**config.mk**
```make
export PLATFORM = sky130hd
export DESIGN_NAME = dbg_prog_loader
export DESIGN_NICKNAME = d
export VERILOG_FILES = /design/src/rtl/dbg_prog_loader.sv
export SDC_FILE = /design/constraint.sdc
export NUM_CORES = 1
export LEC_CHECK = 0
export BUFFER_PORTS_ARGS = -buffer_cell sky130_fd_sc_hd__buf_2
export CAP_MARGIN = 10
export CORE_MARGIN = 2
export CORE_UTILIZATION = 47
export DETAILED_ROUTE_END_ITERATION = 8
export PLACE_DENSITY = 0.77
export SYNTH_ARGS = -nofsm -noshare
export SYNTH_HDL_FRONTEND = slang
export SYNTH_SLANG_ARGS = --single-unit
```
**constraint.sdc**
```tcl
create_clock -name clk -period 1.75 [get_ports clk]
set_input_delay 0.35 -clock clk [delete_from_list [all_inputs] [get_ports clk]]
set_output_delay 0.35 -clock clk [all_outputs]
set_load 0.005 [all_outputs]
```
**src/rtl/dbg_prog_loader.sv**
```systemverilog
// ---------------------------------------------------------------------------
// dbg_prog_loader
//
// Streams a program image into the core's instruction memory through the
// debug write port while holding the core in reset, then releases the core
// RST_HOLD cycles after the final write.
//
// Ports
//   clk          clock
//   rst          asynchronous reset, active-low
//   start        one-cycle pulse; begins a new load (honoured in IDLE/RUN/ERROR)
//   start_addr   byte address of the first word (low alignment bits ignored)
//   s_valid      input word valid
//   s_ready      loader accepts a word this cycle
//   s_data       instruction word
//   s_last       final word of the image
//   dbg_wr_en    imem write strobe
//   dbg_addr     imem byte address (held while dbg_wr_en=0)
//   dbg_instr    imem write data   (held while dbg_wr_en=0)
//   core_rst     active-high reset to the core
//   busy         high in LOAD and HOLD
//   done         high in RUN
//   err          overflow flag; stays set until the next accepted start
//   word_cnt     words written in the current or last load
//   dbg_state    FSM state: 0 IDLE, 1 LOAD, 2 HOLD, 3 RUN, 4 ERROR
//
// Handshake: a word transfers on every rising edge where s_valid && s_ready.
// s_ready is a pure function of state (high only in LOAD) and never depends
// on s_valid. The producer holds s_data/s_last stable while s_valid is high
// and s_ready is low. Each transferred word appears on the debug write port
// exactly one cycle later.
// ---------------------------------------------------------------------------
module dbg_prog_loader #(
  parameter int XLEN     = 32,
  parameter int DEPTH    = 256,
  parameter int RST_HOLD = 2
) (
  input  logic                       clk,
  input  logic                       rst,
  input  logic                       start,
  input  logic [XLEN-1:0]            start_addr,
  input  logic                       s_valid,
  output logic                       s_ready,
  input  logic [XLEN-1:0]            s_data,
  input  logic                       s_last,
  output logic                       dbg_wr_en,
  output logic [XLEN-1:0]            dbg_addr,
  output logic [XLEN-1:0]            dbg_instr,
  output logic                       core_rst,
  output logic                       busy,
  output logic                       done,
  output logic                       err,
  output logic [$clog2(DEPTH+1)-1:0] word_cnt,
  output logic [2:0]                 dbg_state
);

  localparam int CW     = $clog2(DEPTH + 1);
  localparam int HW     = $clog2(RST_HOLD + 1);
  localparam int STRIDE = XLEN / 8;
  // Clears the byte-offset bits so every write is word aligned.
  localparam logic [XLEN-1:0] ALIGN_MASK = ~(XLEN'(STRIDE) - XLEN'(1));

  typedef enum logic [2:0] {
    S_IDLE  = 3'd0,
    S_LOAD  = 3'd1,
    S_HOLD  = 3'd2,
    S_RUN   = 3'd3,
    S_ERROR = 3'd4
  } state_t;

  state_t          state;
  state_t          state_nxt;
  logic [XLEN-1:0] ptr;
  logic [HW-1:0]   hold_cnt;

  logic hs;         // word transferred this cycle
  logic start_ok;   // start honoured this cycle
  logic last_slot;  // the next accepted word fills the final DEPTH slot
  logic hold_done;  // final HOLD cycle

  assign hs        = (state == S_LOAD) && s_valid;
  assign start_ok  = start && ((state == S_IDLE) || (state == S_RUN) || (state == S_ERROR));
  assign last_slot = (word_cnt == CW'(DEPTH - 1));
  assign hold_done = (hold_cnt == HW'(RST_HOLD - 1));

  // State register
  always_ff @(posedge clk or negedge rst) begin
    if (!rst) state <= S_IDLE;
    else      state <= state_nxt;
  end

  // Next-state logic
  always_comb begin
    state_nxt = state;
    unique case (state)
      S_IDLE, S_RUN, S_ERROR: begin
        if (start) state_nxt = S_LOAD;
      end
      S_LOAD: begin
        // s_last wins over overflow: a DEPTH-th word carrying s_last is legal.
        if (hs) begin
          if (s_last)         state_nxt = S_HOLD;
          else if (last_slot) state_nxt = S_ERROR;
        end
      end
      S_HOLD: begin
        if (hold_done) state_nxt = S_RUN;
      end
      default: state_nxt = S_IDLE;
    endcase
  end

  // State-decoded outputs. core_rst follows state, so it rises on the same
  // edge that accepts start and falls on the edge that leaves HOLD.
  always_comb begin
    s_ready   = (state == S_LOAD);
    busy      = (state == S_LOAD) || (state == S_HOLD);
    done      = (state == S_RUN);
    err       = (state == S_ERROR);
    core_rst  = (state != S_RUN);
    dbg_state = state;
  end

  // Datapath: write pointer, word counter, registered write port, hold timer.
  always_ff @(posedge clk or negedge rst) begin
    if (!rst) begin
      ptr       <= '0;
      word_cnt  <= '0;
      hold_cnt  <= '0;
      dbg_wr_en <= 1'b0;
      dbg_addr  <= '0;
      dbg_instr <= '0;
    end else begin
      dbg_wr_en <= hs;
      if (start_ok) begin
        ptr      <= start_addr & ALIGN_MASK;
        word_cnt <= '0;
      end else if (hs) begin
        dbg_addr  <= ptr;
        dbg_instr <= s_data;
        ptr       <= ptr + XLEN'(STRIDE);   // wraps modulo 2^XLEN
        word_cnt  <= word_cnt + CW'(1);
      end
      if (state == S_HOLD) hold_cnt <= hold_cnt + HW'(1);
      else                 hold_cnt <= '0;
    end
  end

endmodule
```
---- Word level (Yosys, flattened, before mapping) ----
Cells that the tools add are included.
storage, ports and cells
  word-level logic and storage cells ...... 43
  output and inout port bits .............. 82
  register bits ........................... 111
operators by class
  mux-type cells .......................... 11
  bitwise operators ....................... 1
  add/subtract/negate cells ............... 3
  reduce and logical (&&, ||, !) cells .... 10
  eq/ne operators ......................... 11
operators by type and width
  kind                                            count
  two-way mux 32 bit                              2
  adder 32 x 3 -> 32 bit (second input constant)  1
  two-way mux 9 bit                               2
  two-way mux 3 bit                               5
  adder 9 x 1 -> 9 bit (second input constant)    1
  == test 9 x 8 -> 1 bit (second input constant)  1
  case mux 3 bit (3 select lines)                 1
  == test 3 x 2 -> 1 bit (second input constant)  2
  != test 2 bit (second input constant)           2
  AND reduction 4 bit                             1
  == test 3 x 1 -> 1 bit (second input constant)  1
  == test 3 bit (second input constant)           1
  logical NOT 3 bit                               1
  logical OR 1 bit                                3
  != test 3 x 1 -> 1 bit (second input constant)  1
  != test 3 x 2 -> 1 bit (second input constant)  1
  OR reduction 3 bit                              1
  adder 2 x 1 -> 2 bit (second input constant)    1
  == test 2 x 1 -> 1 bit (second input constant)  1
  logical AND 1 bit                               2
  two-way mux 2 bit                               1
  != test 2 x 1 -> 1 bit (second input constant)  1
  AND reduction 2 bit                             1
  nonzero test 2 bit                              1
  NOT 1 bit                                       1

---- Depth between registers and ports, before layout ----
Gate-level depths: netlist of run 1.
  depth in word-level cells ............... 6
  gate-level depth with buffers ........... 9

---- Least setup slack after synthesis of run 1 ----
Ideal clock, no wire load.
  kind .................................... register to register
  from .................................... reg ptr[2]
  to ...................................... reg ptr[26]
  path buffers ............................ 0
  path slack .............................. -0.202 ns
  arrival ................................. 1.883 ns
  stages on the path, launching flop included .. 6
  required time ........................... 1.681 ns
  cells stage by stage .................... dfrtp_1 -> ha_1 -> nand3_2 -> or4_4 -> or4b_1 -> nand3_1
between the ends
  word-level cells in the longest chain between the ends .. 3
ends and longest elaborated chain
  element                 RTL line  RTL
  from (decl)             73        logic [XLEN-1:0] ptr;
  from (signal assigned)  136       ptr <= start_addr & ALIGN_MASK;
  from (signal assigned)  141       ptr <= ptr + XLEN'(STRIDE);
  adder 32 x 3 -> 32 bit  141
  two-way mux 32 bit      138       end else if (hs) begin
  two-way mux 32 bit      135       if (start_ok) begin
Every way passes these cells. The select of a mux whose other input is x is not followed.
A chain may end at the register's enable or synchronous reset.

---- Worst setup path after layout of run 1 ----
  from .................................... reg word_cnt[0]
  to ...................................... reg state[2], in the netlist dbg_state[2]
between the ends
  word-level cells in the longest chain between the ends .. 3
ends and longest elaborated chain
  element                           RTL line  RTL
  from (decl)                       53        output logic [$clog2(DEPTH+1)-1:0] word_cnt,
  from (signal assigned)            142       word_cnt <= word_cnt + CW'(1);
  == test 9 x 8 -> 1 bit            83        assign last_slot = (word_cnt == CW'(DEPTH - 1));
  != test 3 x 1 -> 1 bit (no line)  --
  AND reduction 4 bit (no line)     --
  to (signal assigned)              89        else state <= state_nxt;
  to (decl)                         71        state_t state;
Every way passes these cells.

==> impl_metrics.tcl, run 1 <==
set metrics [dict create \
    slew_viol_final 0 \
    r2r-start "word_cnt[0]$_DFFE_PN0P_" \
    clk_latency_ns 0.37 \
    p_leak_nw 3.58 \
    grt_usage_pct 25.7 \
    setup_violations 5 \
    grt_max_degree 54 \
    yosysTopAreaCell "dfrtp_1" \
    top_layer "met4" \
    dp.cells 892 \
    start_kind "register" \
    cp.arrival_ns 2.31 \
    period_share_pct 117 \
    whs_path_depth 3 \
    final_hold_viol_count 0 \
    clk_pin_slew_ns 0.10 \
    cts_buffers 9 \
    die_h_um 108 \
    grt_pass1_vias 4769 \
    route.met2.wl_um 7470 \
    yosys-top-cells-count "214 x nand2_1, 107 x dfrtp_1, 23 x clkbuf_1" \
    grt_pass1_wl_um 23600 \
    core_mm2 0.0104 \
    yosysMostFrequentCell "nand2_1" \
    fp.dieW_um 108 \
    ant_nets 0 \
    cts-root-buf "clkbuf_8" \
    min_path_type "in -> reg" \
    worst_clock_skew_ns 0.00898 \
    htree_levels 3 \
    start_util_pct 48.7 \
    min_to "dbg_instr[28]$_DFFE_PN0P_" \
    min-delay-start "s_data[28]" \
    numPortBuffers 146 \
    r2r_slack_ns -0.30 \
    met1_length_um 6620 \
    antenna_cells 0 \
    drv_cap 0 \
    rows 37 \
    overflow 0 \
    netlist-cell-type-count 59 \
    cts_tree "yes" \
    ff2ff_path_depth 9 \
    post-route-util_pct 66.7 \
    ys_warn_count 0 \
    stdcell_area_mm2 0.00694 \
    ys.flop_type "dfrtp_1" \
    wl_met3_um 702 \
    netlist_area_mm2 0.00508 \
    io_pins 151 \
    fin_cells 924 \
    avgRoutedWirePerCell_um 16.2 \
    violations "negative setup slack" \
    outcome "complete, but fails checks" \
    end_kind "register" \
    r2r_end "dbg_state[2]$_DFFE_PN0P_" \
    required_ns 2.01 \
    synth_top_cell_area_share_pct 52.7 \
    synthArstFlopShare_pct 100 \
    syn_avg_cell_area_um2 8.89 \
    place.gp.congestion 0.909 \
    rsz0062_at_grt "yes" \
    path_max_fanout 2 \
    place_hpwl_um 10600 \
    cts.sinks 107 \
    post-route-drc-count 0 \
    fin_ws_ns -0.296 \
    dp_slack_ns -0.191 \
    irDropWorstVdd_mv 1.11 \
    fin_nets 857 \
    max_freq_mhz 489 \
    area_delta_synth_final_pct 36.8 \
    clock_path_buffers 2 \
    critPathKind "reg -> reg" \
    vias 5023 \
    finalCriticalPeriod_ns 2.05 \
    place_area_mm2 0.00650 \
    synth_area_leaders "dfrtp_1 53%, nand2_1 16%, o311ai_0 2.2%" \
    ys_seq_area_share_pct 52.7 \
    ys_ff_latch 107 \
    drt_pass1_iterations 5 \
    synth_edf_count 0 \
    dieArea_mm2 0.0117 \
    syn_inst 571 \
    dr.first_iter.drc_count 361 \
    pwr_density_cell_mw_per_mm2 1600 \
    antenna_found_initial 0 \
    final_layout_size_suffix_gt1_share_pct 37.1 \
    viasPerCell 5.44 \
    drt-total-wl_um 15000 \
]
-- kinds of logic (layout without fill, tap and decap cells) --
family | count (synthesis) | count (layout) | share of synthesized area, %
simple gates | 330 | 330 | 29.7
flops | 107 | 107 | 52.7
compound gates | 78 | 78 | 11.3
buf+inv | 44 | 260 | 3.87
fa+ha+maj | 4 | 4 | 0.986
xor+xnor | 4 | 4 | 0.690
mux | 3 | 3 | 0.641
other cells | 1 | 2 | 0.0739
-- per-layer routing --
layer / GRT usage [%] / up-vias
met4: 7.23 / 0
li1: - / 2418
met2: 43.6 / 166
met1: 35.0 / 2425
met3: 3.01 / 14
met5: 0 / -
-- worst max path at each step --
stage | start | to | slack (ns) | depth (start not counted)
2_1_floorplan | word_cnt[1]$_DFFE_PN0P_ | dbg_state[0]$_DFFE_PN0P_ | -0.07 | 9
3_3_place_gp | word_cnt[1]$_DFFE_PN0P_ | dbg_state[0]$_DFFE_PN0P_ | -0.06 | 9
3_5_place_dp | word_cnt[1]$_DFFE_PN0P_ | dbg_state[0]$_DFFE_PN0P_ | -0.19 | 9
4_1_cts | word_cnt[1]$_DFFE_PN0P_ | dbg_state[0]$_DFFE_PN0P_ | -0.16 | 9
5_1_grt | word_cnt[1]$_DFFE_PN0P_ | dbg_state[2]$_DFFE_PN0P_ | -0.35 | 9
6_report | word_cnt[0]$_DFFE_PN0P_ | dbg_state[2]$_DFFE_PN0P_ | -0.30 | 9
-- report_power, final --
group,switching [W],total (W),internal [W]
Combinational,0.00271,0.00527,0.00256
Clock,0.000843,0.00150,0.000660
Sequential,0.000767,0.00431,0.00354
-- cell type report --
type	count	area, um2
Tap cell	136	170
Multi-Input combinational cell	421	2360
Inverter	7	28.8
Sequential cell	107	2680
Fill cell	875	3470
Timing Repair Buffer	238	1520
Clock buffer	11	131
Clock inverter	4	52.6
-- placed cells by master (no fill, tap or decap), drive strengths merged, types with 4 or more instances in the layout --
cell    instances
a221o           9
a22oi          10
a31o            4
a31oi           6
and3            5
and4            5
buf           236
clkbuf         12
dfrtp         107
ha              4
inv             7
nand2         214
nand3          24
nand4          18
nor2           21
nor3           11
nor3b           4
nor4            7
o211ai          5
o21ai          19
o311ai         13
-- worst max-delay path, stage by stage (launching register included) --
cell and delay [ns]:
dfrtp_1 0.38, ha_2 0.21, nand2_2 0.08, nor2_2 0.13, and3_1 0.19, ha_2 0.18, o21ai_2 0.06, a32oi_2 0.26
o31ai_4 0.14, mux2_4 0.31
-- registers in the layout, summed over array words and instances (netlist names) --
register	count
dbg_instr	32
hold_cnt	2
dbg_state	3
ptr	30
word_cnt	9
dbg_addr	30
dbg_wr_en	1
-- through the flow --
stage | hold WS, ns | power [W] | TNS, ns
3_3_place_gp | 0.249 | 0.00895 | -0.127
5_1_grt | 0.158 | 0.0119 | -1.30
3_5_place_dp | 0.248 | 0.00918 | -0.461
2_1_floorplan | 0.0544 | 0.00676 | -0.190
4_1_cts | 0.149 | 0.0108 | -0.399
6_report | 0.162 | 0.0111 | -0.887
-- timing repair --
item,CTS,global route
hold buffers,1,0
gates resized for setup,13,21
endpoints found under the setup margin,13,47
setup buffers,3,10
cloned,0,3
endpoints found under the hold margin,17,0
pin swaps,2,6
No activity file was read; power rests on OpenSTA's default activity.
==> run 2: changes to the inputs <==
--- a/config.mk
+++ b/config.mk
@@ -8,9 +8,9 @@
 export BUFFER_PORTS_ARGS = -buffer_cell sky130_fd_sc_hd__buf_2
 export CAP_MARGIN = 10
 export CORE_MARGIN = 2
-export CORE_UTILIZATION = 47
+export CORE_UTILIZATION = 25
 export DETAILED_ROUTE_END_ITERATION = 8
-export PLACE_DENSITY = 0.77
+export SETUP_SLACK_MARGIN = 0.3
 export SYNTH_ARGS = -nofsm -noshare
 export SYNTH_HDL_FRONTEND = slang
 export SYNTH_SLANG_ARGS = --single-unit
==> run 2 against run 1 <==
  * The run still ends with negative setup slack left
  * Clock skew up 0.0040 ns
  * Combinational power up 75%
  * Global-route usage down 7.7 points
  * Critical path depth unchanged
  * Core utilization down 19 points
  * Power up 43%
  * Sequential power up 4%
  * Non-clock buffer count up 79
  * Flip-flop and latch count unchanged
  * Critical endpoint is now dbg_state[0]$_DFFE_PN0P_
==> impl_metrics.tcl, run 2 (synthesized netlist as in run 1, its figures left out) <==
set metrics [dict create \
    outcome "complete, but fails checks" \
    violations "negative setup slack" \
    rows 52 \
    place_hpwl_um 11600 \
    end_kind "register" \
    io_pins 151 \
    p_leak_nw 4.65 \
    core_mm2 0.0201 \
    largest_reg_flops 32 \
    clk_pin_slew_ns 0.08 \
    drt-total-wl_um 20800 \
    cts-root-buf "clkbuf_16" \
    largest_register "dbg_instr" \
    min_path_type "in -> reg" \
    clock_path_buffers 2 \
    clk_latency_ns 0.36 \
    layout_commonest_cell "buf_2" \
    drv_cap 0 \
    layout_common_cells "143 x buf_2, 104 x dfrtp_1, 101 x nand2_1" \
    required_ns 2.00 \
    path_max_fanout 2 \
    post-route-drc-count 0 \
    avgRoutedWirePerCell_um 18.2 \
    setup_violations 12 \
    grt_usage_pct 17.9 \
    place.gp.congestion 0.824 \
    viasPerCell 5.02 \
    finalCriticalPeriod_ns 1.84 \
    fin_ws_ns -0.0940 \
    cts_tree "yes" \
    grt_max_degree 42 \
    vias 5723 \
    grt_pass1_wl_um 30100 \
    grt_pass1_vias 5422 \
    ant_nets 0 \
    critPathKind "reg -> reg" \
    dr.first_iter.drc_count 340 \
    period_share_pct 105 \
    drt_pass1_iterations 5 \
    numPortBuffers 146 \
    fin_cells 1141 \
    irDropWorstVdd_mv 0.771 \
    htree_levels 3 \
    fin_nets 937 \
    total_power_w 0.0159 \
    cts.sinks 107 \
    slew_viol_final 0 \
    antenna_found_initial 2 \
    worst_clock_skew_ns 0.0130 \
    dp.cells 1025 \
    post-route-util_pct 47.4 \
    reg_top3 "dbg_instr: 32 flops, dbg_addr: 30 flops, ptr: 30 flops" \
    final_hold_viol_count 0 \
    start_kind "register" \
    max_freq_mhz 542 \
    cts_buffers 9 \
    r2r_slack_ns -0.09 \
    final_layout_size_suffix_gt1_share_pct 62.3 \
    fp.dieW_um 147 \
    dieArea_mm2 0.0215 \
    cp.arrival_ns 2.10 \
    pwr_density_cell_mw_per_mm2 1670 \
    area_delta_synth_final_pct 87.5 \
    overflow 0 \
    dp_slack_ns -0.108 \
    die_h_um 147 \
    start_util_pct 25.3 \
    rsz0062_at_grt "yes" \
]
[run 2: path summary, 6_finish.rpt]
check / from / endpoint / cells past startpoint
max: word_cnt[1]$_DFFE_PN0P_ / dbg_state[0]$_DFFE_PN0P_ / 9
min reg2reg: hold_cnt[0]$_DFF_PN0_ / hold_cnt[0]$_DFF_PN0_ / 1
max in group asynchronous: rst / dbg_instr[0]$_DFFE_PN0P_ / 3
max reg2reg: word_cnt[1]$_DFFE_PN0P_ / dbg_state[0]$_DFFE_PN0P_ / 9
min in group asynchronous: rst / dbg_instr[21]$_DFFE_PN0P_ / 2
min: s_data[25] / dbg_instr[25]$_DFFE_PN0P_ / 3
[run 2: layout make-up]
| type | count | area, um2 |
|---|---|---|
| well taps | 270 | 338 |
| multi-input cells | 421 | 3260 |
| fillers | 1821 | 10600 |
| diodes | 2 | 5.00 |
| flip-flops and latches | 107 | 2680 |
| inverters | 7 | 52.6 |
| repair inverters | 1 | 11.3 |
| repair buffers | 317 | 2870 |
| clock buffers | 11 | 243 |
| clock inverters | 5 | 60.1 |
[run 2: through the flow]
| stage | instance area (um2) | hold WS, ns | setup TNS, ns |
|---|---|---|---|
| 2_1_floorplan | 5290 | 0.0544 | -0.199 |
| 3_3_place_gp | 6720 | 0.258 | -0.193 |
| 3_5_place_dp | 6720 | 0.267 | -0.239 |
| 4_1_cts | 8300 | 0.163 | -0.219 |
| 5_1_grt | 9520 | 0.168 | -1.46 |
| 6_report | 9520 | 0.177 | -0.367 |
[run 2: repair_timing]
item / 4_1_cts / 5_1_grt
gates resized for setup: 156 / 217
hold buffers: 1 / 0
endpoints found under the setup margin: 47 / 107
setup buffers: 48 / 28
gates cloned: 12 / 9
pin swaps: 62 / 132
endpoints found under the hold margin: 18 / 0
[run 2: power breakdown]
group | internal [W] | total [W] | switching, W
Sequential | 0.00355 | 0.00449 | 0.000947
Clock | 0.00116 | 0.00214 | 0.000986
Combinational | 0.00497 | 0.00924 | 0.00426
[run 2: worst max-delay path, stage by stage, from the launching register on]
cell,delay (ns)
dfrtp_1,0.39
ha_2,0.19
nand2_2,0.08
nor2_2,0.04
and3_1,0.17
ha_2,0.18
o21ai_2,0.14
a32oi_2,0.08
o31ai_2,0.10
mux2_2,0.37
[run 2: per-layer routing]
layer	part of all wire (%)	vias to the layer above	track usage, %
li1	-	2600	-
met5	0	-	0
met4	4.5	0	8.35
met3	6.1	86	2.91
met2	48	248	29.1
met1	41	2789	23.5
